**config.mk**
```make
export PLATFORM = sky130hd
export DESIGN_NAME = memory_responder_flat
export DESIGN_NICKNAME = d
export VERILOG_FILES = /design/src/rtl/mem_bus_pkg.sv /design/src/rtl/memory_responder_if.sv /design/src/rtl/bus_watchdog.sv /design/src/rtl/memory_responder.sv /design/src/flat_wrapper.sv
export SDC_FILE = /design/constraint.sdc
export NUM_CORES = 1
export LEC_CHECK = 0
export BUFFER_PORTS_ARGS = -buffer_cell sky130_fd_sc_hd__buf_2
export CORE_MARGIN = 10
export CORE_UTILIZATION = 45
export CTS_BUF_LIST = sky130_fd_sc_hd__clkbuf_8
export CTS_CLUSTER_SIZE = 28
export DETAILED_ROUTE_END_ITERATION = 12
export PLACE_DENSITY = 0.79
export SLEW_MARGIN = 0
export SYNTH_ARGS = -nofsm -noshare
export SYNTH_HDL_FRONTEND = slang
export SYNTH_SLANG_ARGS = --single-unit
```
**constraint.sdc**
```tcl
create_clock -name clk -period 1.5 [get_ports clk]
set_input_delay 0.15 -clock clk [delete_from_list [all_inputs] [get_ports clk]]
set_output_delay 0.15 -clock clk [all_outputs]
set_load 0.01 [all_outputs]
```
**src/rtl/mem_bus_pkg.sv**
```systemverilog
// Shared types and constants for the memory responder and its Wishbone master port.
package mem_bus_pkg;

  typedef enum logic [1:0] {
    IDLE,
    BUSY,
    DONE
  } resp_state_t;

  localparam int unsigned MEM_ADDR_W      = 32;
  localparam int unsigned MEM_DATA_W      = 32;
  localparam int unsigned MEM_SEL_W       = MEM_DATA_W / 8;
  localparam int unsigned TIMEOUT_DEFAULT = 16;

endpackage

```
**src/rtl/memory_responder_if.sv**
```systemverilog
// Wishbone-classic bus between the memory responder (master) and the SRAM/peripheral fabric.
interface memory_responder_if #(
  parameter int unsigned ADDR_W = mem_bus_pkg::MEM_ADDR_W,
  parameter int unsigned DATA_W = mem_bus_pkg::MEM_DATA_W
);

  logic                  cyc_o;
  logic                  stb_o;
  logic                  we_o;
  logic [ADDR_W-1:0]     adr_o;
  logic [DATA_W-1:0]     dat_o;
  logic [DATA_W/8-1:0]   sel_o;
  logic [DATA_W-1:0]     dat_i;
  logic                  ack_i;

  modport master (
    output cyc_o, stb_o, we_o, adr_o, dat_o, sel_o,
    input  dat_i, ack_i
  );

  modport slave (
    input  cyc_o, stb_o, we_o, adr_o, dat_o, sel_o,
    output dat_i, ack_i
  );

endinterface

```
**src/rtl/bus_watchdog.sv**
```systemverilog
// Down-counter that flags a bus cycle left unacknowledged for CYCLES consecutive run cycles.
module bus_watchdog #(
  parameter int unsigned CYCLES = 16
) (
  input  logic clk,
  input  logic nRst,
  input  logic clear,
  input  logic run,
  output logic expired
);

  localparam int unsigned   CntW = (CYCLES > 1) ? $clog2(CYCLES) : 1;
  localparam logic [CntW-1:0] Load = CntW'(CYCLES - 1);

  logic [CntW-1:0] cnt_q, cnt_d;

  always_comb begin
    cnt_d = cnt_q;
    if (clear) begin
      cnt_d = Load;
    end else if (run && (cnt_q != '0)) begin
      cnt_d = cnt_q - 1'b1;
    end
  end

  always_ff @(posedge clk or negedge nRst) begin
    if (!nRst) begin
      cnt_q <= Load;
    end else begin
      cnt_q <= cnt_d;
    end
  end

  // Zero is reached on the CYCLES-th run cycle after a clear.
  assign expired = run && (cnt_q == '0);

endmodule

```
**src/rtl/memory_responder.sv**
```systemverilog
// Memory-side responder: one Wishbone-classic cycle per handler request, registered busy/data.
// Optional MEM_TIMEOUT_EN adds a bus_watchdog abort with a bus_err pulse.
module memory_responder
  import mem_bus_pkg::*;
#(
  parameter int unsigned TIMEOUT_CYCLES = TIMEOUT_DEFAULT,
  parameter int unsigned ADDR_W         = MEM_ADDR_W,
  parameter int unsigned DATA_W         = MEM_DATA_W
) (
  input  logic                clk,
  input  logic                nRst,
  input  logic                write_to_mem,
  input  logic                read_to_mem,
  input  logic [ADDR_W-1:0]   adr_to_mem,
  input  logic [DATA_W-1:0]   data_to_mem,
  input  logic [DATA_W/8-1:0] sel_to_mem,
  output logic [DATA_W-1:0]   data_from_mem,
  output logic                mem_busy,
  output logic                data_valid,
  output logic                bus_err,
  memory_responder_if.master  wb
);

  resp_state_t state_q, state_d;

  logic                we_q;
  logic [ADDR_W-1:0]   adr_q;
  logic [DATA_W-1:0]   dat_q;
  logic [DATA_W/8-1:0] sel_q;

  logic [DATA_W-1:0] rdata_q, rdata_d;
  logic              valid_q, valid_d;
  logic              err_q, err_d;

  logic capture;
  logic busy;
  logic expired;

  assign busy = (state_q == BUSY);

`ifdef MEM_TIMEOUT_EN
  bus_watchdog #(
    .CYCLES (TIMEOUT_CYCLES)
  ) u_watchdog (
    .clk     (clk),
    .nRst    (nRst),
    .clear   (capture),
    .run     (busy),
    .expired (expired)
  );
`else
  logic unused_timeout;
  assign unused_timeout = ^TIMEOUT_CYCLES;
  assign expired        = 1'b0;
`endif

  always_comb begin
    state_d = state_q;
    capture = 1'b0;
    rdata_d = rdata_q;
    valid_d = 1'b0;
    err_d   = 1'b0;
    unique case (state_q)
      IDLE: begin
        if (write_to_mem || read_to_mem) begin
          capture = 1'b1;
          state_d = BUSY;
        end
      end
      BUSY: begin
        // A late ack on the expiry edge still counts as a clean completion.
        if (wb.ack_i) begin
          state_d = DONE;
          if (!we_q) begin
            rdata_d = wb.dat_i;
            valid_d = 1'b1;
          end
        end else if (expired) begin
          state_d = DONE;
          err_d   = 1'b1;
          if (!we_q) begin
            rdata_d = '0;
            valid_d = 1'b1;
          end
        end
      end
      DONE: begin
        state_d = IDLE;
      end
      default: begin
        state_d = IDLE;
      end
    endcase
  end

  always_ff @(posedge clk or negedge nRst) begin
    if (!nRst) begin
      state_q <= IDLE;
      we_q    <= 1'b0;
      adr_q   <= '0;
      dat_q   <= '0;
      sel_q   <= '0;
      rdata_q <= '0;
      valid_q <= 1'b0;
      err_q   <= 1'b0;
    end else begin
      state_q <= state_d;
      rdata_q <= rdata_d;
      valid_q <= valid_d;
      err_q   <= err_d;
      if (capture) begin
        we_q  <= write_to_mem;
        adr_q <= adr_to_mem;
        dat_q <= data_to_mem;
        sel_q <= sel_to_mem;
      end
    end
  end

  // Bus strobes decode straight from the state flop so an async reset drops them at once.
  assign wb.cyc_o = busy;
  assign wb.stb_o = busy;
  assign wb.we_o  = busy & we_q;
  assign wb.adr_o = adr_q;
  assign wb.dat_o = dat_q;
  assign wb.sel_o = sel_q;

  assign mem_busy      = busy;
  assign data_from_mem = rdata_q;
  assign data_valid    = valid_q;
  assign bus_err       = err_q;

endmodule

```
**src/flat_wrapper.sv**
```systemverilog
// flat-port wrapper written by rule: the top's interface ports become plain ports
module memory_responder_flat import mem_bus_pkg::*;
#(
  parameter int unsigned TIMEOUT_CYCLES = TIMEOUT_DEFAULT,
  parameter int unsigned ADDR_W         = MEM_ADDR_W,
  parameter int unsigned DATA_W         = MEM_DATA_W
)
  (clk, nRst, write_to_mem, read_to_mem, adr_to_mem, data_to_mem, sel_to_mem, data_from_mem, mem_busy, data_valid, bus_err, wb_cyc_o, wb_stb_o, wb_we_o, wb_adr_o, wb_dat_o, wb_sel_o, wb_dat_i, wb_ack_i);
  memory_responder_if #(.ADDR_W(ADDR_W), .DATA_W(DATA_W)) wb_i ();
  input  logic clk;
  input  logic nRst;
  input  logic write_to_mem;
  input  logic read_to_mem;
  input  logic [ADDR_W-1:0] adr_to_mem;
  input  logic [DATA_W-1:0] data_to_mem;
  input  logic [DATA_W/8-1:0] sel_to_mem;
  output logic [DATA_W-1:0] data_from_mem;
  output logic mem_busy;
  output logic data_valid;
  output logic bus_err;
  output wire logic [$bits(wb_i.cyc_o)-1:0] wb_cyc_o;
  output wire logic [$bits(wb_i.stb_o)-1:0] wb_stb_o;
  output wire logic [$bits(wb_i.we_o)-1:0] wb_we_o;
  output wire logic [$bits(wb_i.adr_o)-1:0] wb_adr_o;
  output wire logic [$bits(wb_i.dat_o)-1:0] wb_dat_o;
  output wire logic [$bits(wb_i.sel_o)-1:0] wb_sel_o;
  input wire logic [$bits(wb_i.dat_i)-1:0] wb_dat_i;
  input wire logic [$bits(wb_i.ack_i)-1:0] wb_ack_i;
  assign wb_cyc_o = wb_i.cyc_o;
  assign wb_stb_o = wb_i.stb_o;
  assign wb_we_o = wb_i.we_o;
  assign wb_adr_o = wb_i.adr_o;
  assign wb_dat_o = wb_i.dat_o;
  assign wb_sel_o = wb_i.sel_o;
  assign wb_i.dat_i = wb_dat_i;
  assign wb_i.ack_i = wb_ack_i;
  memory_responder #(.TIMEOUT_CYCLES(TIMEOUT_CYCLES), .ADDR_W(ADDR_W), .DATA_W(DATA_W)) u_core (.clk(clk), .nRst(nRst), .write_to_mem(write_to_mem), .read_to_mem(read_to_mem), .adr_to_mem(adr_to_mem), .data_to_mem(data_to_mem), .sel_to_mem(sel_to_mem), .data_from_mem(data_from_mem), .mem_busy(mem_busy), .data_valid(data_valid), .bus_err(bus_err), .wb(wb_i));
endmodule
```
==> flow_summary.ini, run 1 <==
[cells_and_area]
mostFrequentLayoutCell = sky130_fd_sc_hd__buf_2
mostFrequentLayoutCells = sky130_fd_sc_hd__buf_2 (207), sky130_fd_sc_hd__dfrtp_1 (104), sky130_fd_sc_hd__mux2_4 (75), sky130_fd_sc_hd__mux2_2 (25), sky130_fd_sc_hd__clkbuf_8 (9)
drive_gt1_share_pct = 75.4
finalInstanceArea_um2 = 5730
antennaDiodeCount = 0
number_of_nets_in_the_layout = 557
areaGrowthSynthToFinish_pct = 38.4

[cts]
ctsHtreeMaxLevel = 3
cts.sinks = 104
clock_tree_from_tritoncts = yes
clock_path_buffers = 2
cts.reportedPaths.clkPinSlew_ns = 0.11
cts.root.buffer_cell = sky130_fd_sc_hd__clkbuf_8
numCtsBuffers = 9
clk-insertion-delay-late_ns = 0.35

[routing]
routed_wire_length_per_instance_um = 19.7
drt_wl_total_mm = 11.1
drt.antenna.violating_nets = 0
drt-pass1-iter-count = 4
detail_route.vias_per_cell = 4.87
drtIter0Drc = 89
drc = 0
detailroute.via_count = 2745

[timing]
fin_worst_skew_ns = 0.0187
period_share_pct = 101
setup_tns_ns = -0.130
final_critical_path_setup_slack_ns = -0.0164
period_needed_ns = 1.52
finalSetupViolations = 19
finalHoldViolations = 0
timing_worst_slew_pin_value_ns = 0.543
rsz0062_at_grt = true
timing.final.max_slew_violations = 0
timing.fmax_ghz = 0.659
timing.max_slew.rel_slack_pct = 63.8

[logic_synthesis]
yosys.area_share.simple_pct = 1.27
mean_cell_area_of_the_mapped_netlist_um2 = 18.1
yosys_register_bits = 104
synth_xor_xnor_area_share_pct = 0
dominant_combinational_cell_family_by_area_after_synthesis = multiplexers
synth-adder-area-share_pct = 0
netlist-cell-type-count = 17
netlist_area_um2 = 4140
synth_mux_area_share_pct = 31.6
cells_after_synth = 229
synthesis.nets = 334
synth_warnings = 0
synth_compound_gate_area_share_pct = 0.604
seq_area_frac_synth_pct = 62.8

[global_routing]
grt_use_total_pct = 15.2
grt_pass1_vias = 3138
grt_antenna_before_repair = 0
grt_max_degree = 105
grt_first_pass_wirelength_mm = 16.1
globalRouteOverflowTotal = 0

[pwr]
powerDensity_nw_per_um2 = 2100
static-leakage-power_nw = 2.96
ir_drop_v = 0.000976

[floorplan]
die_w_um = 116
area_of_the_die_um2 = 13400
initial_utilization_pct = 46.8
ports = 211
die_height_um = 116
row_count = 34
coreArea_um2 = 8850

[worst_setup_path]
cp.arrival_ns = 1.75
timing.critical_path.from_type = register
timing.setup.critical_path_class = register to register
worst-path-max-fanout = 15
worstPathRequired_ns = 1.74
cp-end-kind = register

[placed_design]
gp_weighted_congestion = 0.748
placement.cell_area_um2 = 5300
port_buffers = 209
detailed_place_hpwl_mm = 8.31

[run_status]
failed_checks = setup timing
outcome = finished, violations left

[run]
timing.max_cap.violations = 0

[hold_path]
min-delay-path-class = input pin to register
final cells by class:
cell class                 instances  area, um^2
multi-input combinational        111        1500
tap                              108         135
timing repair buffer             226        1310
clock buffer                       9         124
sequential                       104        2600
fill                             686        3120
clock inverter                     6        62.6
worst paths after layout:
path / slack [ns] / endpoint / start / cells past startpoint
min in group asynchronous: 0.39 / u_core.wb.adr_o[12] / nRst / 3
hold / removal: 0.02 / u_core.wb.adr_o[7] / adr_to_mem[7] / 2
hold reg to reg: 0.51 / u_core.data_from_mem[5] / u_core.data_from_mem[5] / 1
setup / recovery: -0.02 / u_core.wb.dat_o[11] / u_core.state_q[0] / 4
setup reg to reg: -0.02 / u_core.wb.dat_o[11] / u_core.state_q[0] / 4
max in group asynchronous: 0.68 / u_core.wb.sel_o[3] / nRst / 3
worst max-delay path, cell delays in order (launching register included):
cell	delay [ns]
sky130_fd_sc_hd__dfrtp_1	0.43
sky130_fd_sc_hd__nor2_4	0.15
sky130_fd_sc_hd__o21a_4	0.26
sky130_fd_sc_hd__clkbuf_16	0.22
sky130_fd_sc_hd__mux2_2	0.34
logic make-up (layout without fill, tap and decap cells):
kind of cell | after synthesis | after routing
and+or+nand+nor | 7 | 7
AOI/OAI and AO/OA | 3 | 3
muxes | 100 | 100
other | 1 | 1
DFF | 104 | 104
buffers and inverters | 14 | 241
synthesized netlist by cell type:
| cell type | number | area (um^2) |
|---|---|---|
| sky130_fd_sc_hd__buf_2 | 4 | 20.0 |
| sky130_fd_sc_hd__o21a_2 | 1 | 8.76 |
| sky130_fd_sc_hd__and2_2 | 2 | 15.0 |
| sky130_fd_sc_hd__a22o_1 | 1 | 8.76 |
| sky130_fd_sc_hd__nor2b_4 | 1 | 13.8 |
| sky130_fd_sc_hd__dfrtp_1 | 104 | 2600 |
| sky130_fd_sc_hd__nor2_2 | 1 | 6.26 |
| sky130_fd_sc_hd__buf_4 | 3 | 22.5 |
| sky130_fd_sc_hd__nand2_1 | 1 | 3.75 |
| sky130_fd_sc_hd__conb_1 | 1 | 3.75 |
| sky130_fd_sc_hd__a211oi_1 | 1 | 7.51 |
| sky130_fd_sc_hd__and3b_1 | 1 | 8.76 |
| sky130_fd_sc_hd__mux2_2 | 51 | 574 |
| sky130_fd_sc_hd__mux2_4 | 49 | 736 |
| sky130_fd_sc_hd__nor3_1 | 1 | 5.00 |
| sky130_fd_sc_hd__buf_6 | 4 | 45.0 |
| sky130_fd_sc_hd__buf_12 | 3 | 60.1 |
power breakdown:
| part | internal, mW | switching [mW] | leakage (nW) |
|---|---|---|---|
| clock network | 0.758 | 0.915 | 0.0925 |
| logic | 3.15 | 2.30 | 1.64 |
| registers | 4.18 | 0.738 | 1.22 |
flip-flops by register name, summed over array words and instances, names as in the netlist:
signal	cells
u_core.data_from_mem	32
u_core.wb.dat_o	32
u_core.wb.sel_o	4
u_core.we_q	1
u_core.state_q	2
u_core.wb.adr_o	32
u_core.data_valid	1
metrics by stage:
step	hold WS [ns]	power (mW)	std cells	setup slack [ns]	util, %
2_1_floorplan	-0.146	7.86	229	0.0385	-
3_3_place_gp	0.255	9.82	541	0.0492	59.9
3_5_place_dp	0.265	10.0	541	-0.0136	59.9
4_1_cts	0.00456	11.8	559	-0.0172	62.5
5_1_grt	0.00431	12.8	564	-0.0771	64.8
6_report	0.0199	12.0	564	-0.0164	64.8
timing repair:
item,CTS,global route
hold buffers,2,0
gates resized for setup,2,31
hold endpoints to repair,105,0
endpoints found under the setup margin,46,72
setup buffers,1,2
gates cloned,0,3
per-layer routing:
layer | share of wire (%) | track usage [%]
met1 | 37 | 16.5
met2 | 51 | 26.5
met3 | 11 | 6.51
met4 | 1.1 | 4.17
met5 | 0 | 0
Power figures use the tool's default switching activity.
==> run 2, diff against run 1 <==
--- a/config.mk
+++ b/config.mk
@@ -6,12 +6,13 @@
 export NUM_CORES = 1
 export LEC_CHECK = 0
 export BUFFER_PORTS_ARGS = -buffer_cell sky130_fd_sc_hd__buf_2
+export CAP_MARGIN = 20
 export CORE_MARGIN = 10
-export CORE_UTILIZATION = 45
+export CORE_UTILIZATION = 47
 export CTS_BUF_LIST = sky130_fd_sc_hd__clkbuf_8
 export CTS_CLUSTER_SIZE = 28
 export DETAILED_ROUTE_END_ITERATION = 12
-export PLACE_DENSITY = 0.79
+export PLACE_DENSITY = 0.82
 export SLEW_MARGIN = 0
 export SYNTH_ARGS = -nofsm -noshare
 export SYNTH_HDL_FRONTEND = slang
==> run 2 against run 1 <==
- the run now ends clean
- sequential share of layout area rose by 0.68 points
- critical path type unchanged
- combinational power fell by 4.8%
- clock skew fell by 0.0071 ns
- utilization rose by 0.61 points
- first-iteration DRC count rose by 46%
- critical path depth rose by 1
- worst hold slack improved by 0.0023 ns
- register-to-register slack improved by 0.02 ns
- worst setup slack improved by 0.022 ns
- count of clock-buffer cells in the layout rose by 2
- largest cell class unchanged
- via count fell by 0.91%
- die area fell by 3.5%
==> flow_summary.ini, run 2 (synthesis gave the netlist of run 1 again) <==
[worst_setup_path]
timing.setup.critical_path_class = register to register
critical_path_cell_list = nor2b_4 -> and3b_2 -> buf_12 -> clkbuf_16 -> mux2_4
timing.critical_path.slowest_stage_cell = sky130_fd_sc_hd__dfrtp_1
cp.arrival_ns = 1.73
worstPathRequired_ns = 1.73
timing.critical_path.from_type = register
worstPathBufferInverterCount = 2
critPathMaxStageDelay_ns = 0.42
cp-end-kind = register
critPathTopFamily = flip-flops
worst-path-max-fanout = 6

[run_status]
outcome = finished, final reports clean

[pwr]
report.power.total_mw = 11.7
powerDensity_nw_per_um2 = 2070
static-leakage-power_nw = 2.87
ir_drop_v = 0.000982

[global_routing]
grt_first_pass_wirelength_mm = 16.4
grt_max_degree = 102
grt_pass1_vias = 3093
grt_use_total_pct = 15.6
globalRouteOverflowTotal = 0
grt_antenna_before_repair = 2

[floorplan]
initial_utilization_pct = 48.0
ports = 211
die_height_um = 114
row_count = 34
die_w_um = 114
area_of_the_die_um2 = 13000
coreArea_um2 = 8640

[routing]
detailroute.via_count = 2720
drtIter0Drc = 130
drt_wl_total_mm = 10.7
drc = 0
detail_route.vias_per_cell = 4.82
drt-pass1-iter-count = 4
routed_wire_length_per_instance_um = 18.9
drt.antenna.violating_nets = 0

[cts]
cts.root.buffer_cell = sky130_fd_sc_hd__clkbuf_8
cts.sinks = 104
clock_tree_from_tritoncts = yes
clk-insertion-delay-late_ns = 0.35
numCtsBuffers = 9
clock_path_buffers = 2
ctsHtreeMaxLevel = 3
cts.reportedPaths.clkPinSlew_ns = 0.10

[timing]
timing.max_slew.rel_slack_pct = 65.4
finalHoldViolations = 0
timing.fmax_ghz = 0.669
final.hold.worst_slack_ns = 0.0222
setup_tns_ns = 0
fin_worst_skew_ns = 0.0115
period_needed_ns = 1.49
period_share_pct = 99.6
final_critical_path_setup_slack_ns = 0.00539
rsz0062_at_grt = true
timing_worst_slew_pin_value_ns = 0.519
finalSetupViolations = 0
timing.final.max_slew_violations = 0

[cells_and_area]
antennaDiodeCount = 0
mostFrequentLayoutCell = sky130_fd_sc_hd__buf_2
number_of_nets_in_the_layout = 556
finalInstanceArea_um2 = 5650
areaGrowthSynthToFinish_pct = 36.3
filler_cell_count = 657
finish.cell_count_without_fillers = 564
drive_gt1_share_pct = 74.8
mostFrequentLayoutCells = sky130_fd_sc_hd__buf_2 (207), sky130_fd_sc_hd__dfrtp_1 (104), sky130_fd_sc_hd__mux2_4 (52), sky130_fd_sc_hd__mux2_2 (48), sky130_fd_sc_hd__clkbuf_8 (11)
postLayoutCoreUtil_pct = 65.4

[placed_design]
detailed_place_hpwl_mm = 8.15
placement.cell_area_um2 = 5300
post-place-cells = 541
place_ws_ns = 0.00824
port_buffers = 209
gp_weighted_congestion = 0.773

[run]
timing.max_cap.violations = 0

[hold_path]
min-delay-path-class = input pin to register
## run 2: cell count changes in the layout (fill, tap and decap cells not counted), moves of 2 or more
| cell | change |
|---|---|
| sky130_fd_sc_hd__mux2_2 | +23 |
| sky130_fd_sc_hd__mux2_4 | -23 |
| sky130_fd_sc_hd__buf_4 | -4 |
| sky130_fd_sc_hd__buf_12 | +2 |
| sky130_fd_sc_hd__clkbuf_8 | +2 |
| sky130_fd_sc_hd__dlygate4sd3_1 | +2 |
## run 2: metal layers
metal | GRT usage [%] | up-vias | routed length [um]
li1 | - | 1240 | -
met4 | 3.51 | 2 | 104
met5 | 0 | - | 13
met2 | 26.5 | 121 | 5380
met1 | 17.1 | 1347 | 4030
met3 | 7.93 | 10 | 1150
## run 2: power breakdown
part / internal (mW) / switching, mW
Clock: 0.694 / 0.915
Combinational: 2.93 / 2.25
Sequential: 4.18 / 0.704
Total: 7.80 / 3.87
## run 2: repair_timing
action / in CTS / in global routing
cloned: 0 / 2
hold buffers: 2 / 2
hold endpoints to repair: 105 / 2
pin swaps: 0 / 1
gates resized for setup: 5 / 9
buffers inserted: 0 / 1
endpoints found under the setup margin: 2 / 86
## run 2: path summary, 6_finish.rpt
check,startpoint,cells after the start,to,slack [ns]
setup / recovery,u_core.state_q[0],5,u_core.data_from_mem[13],0.005
hold / removal,wb_dat_i[27],2,u_core.data_from_mem[27],0.02
setup reg to reg,u_core.state_q[0],5,u_core.data_from_mem[13],0.005
hold reg to reg,u_core.data_from_mem[8],1,u_core.data_from_mem[8],0.51
max in group asynchronous,nRst,3,u_core.wb.dat_o[8],0.66
min in group asynchronous,nRst,2,u_core.data_from_mem[14],0.14
## run 2: layout make-up
class	instances	area [um^2]	area share (%)
Clock inverter	5	32.5	0.576
Tap cell	108	135	2.39
Clock buffer	11	151	2.68
Multi-Input combinational cell	111	1410	25.0
Timing Repair Buffer	225	1310	23.3
Sequential cell	104	2600	46.1
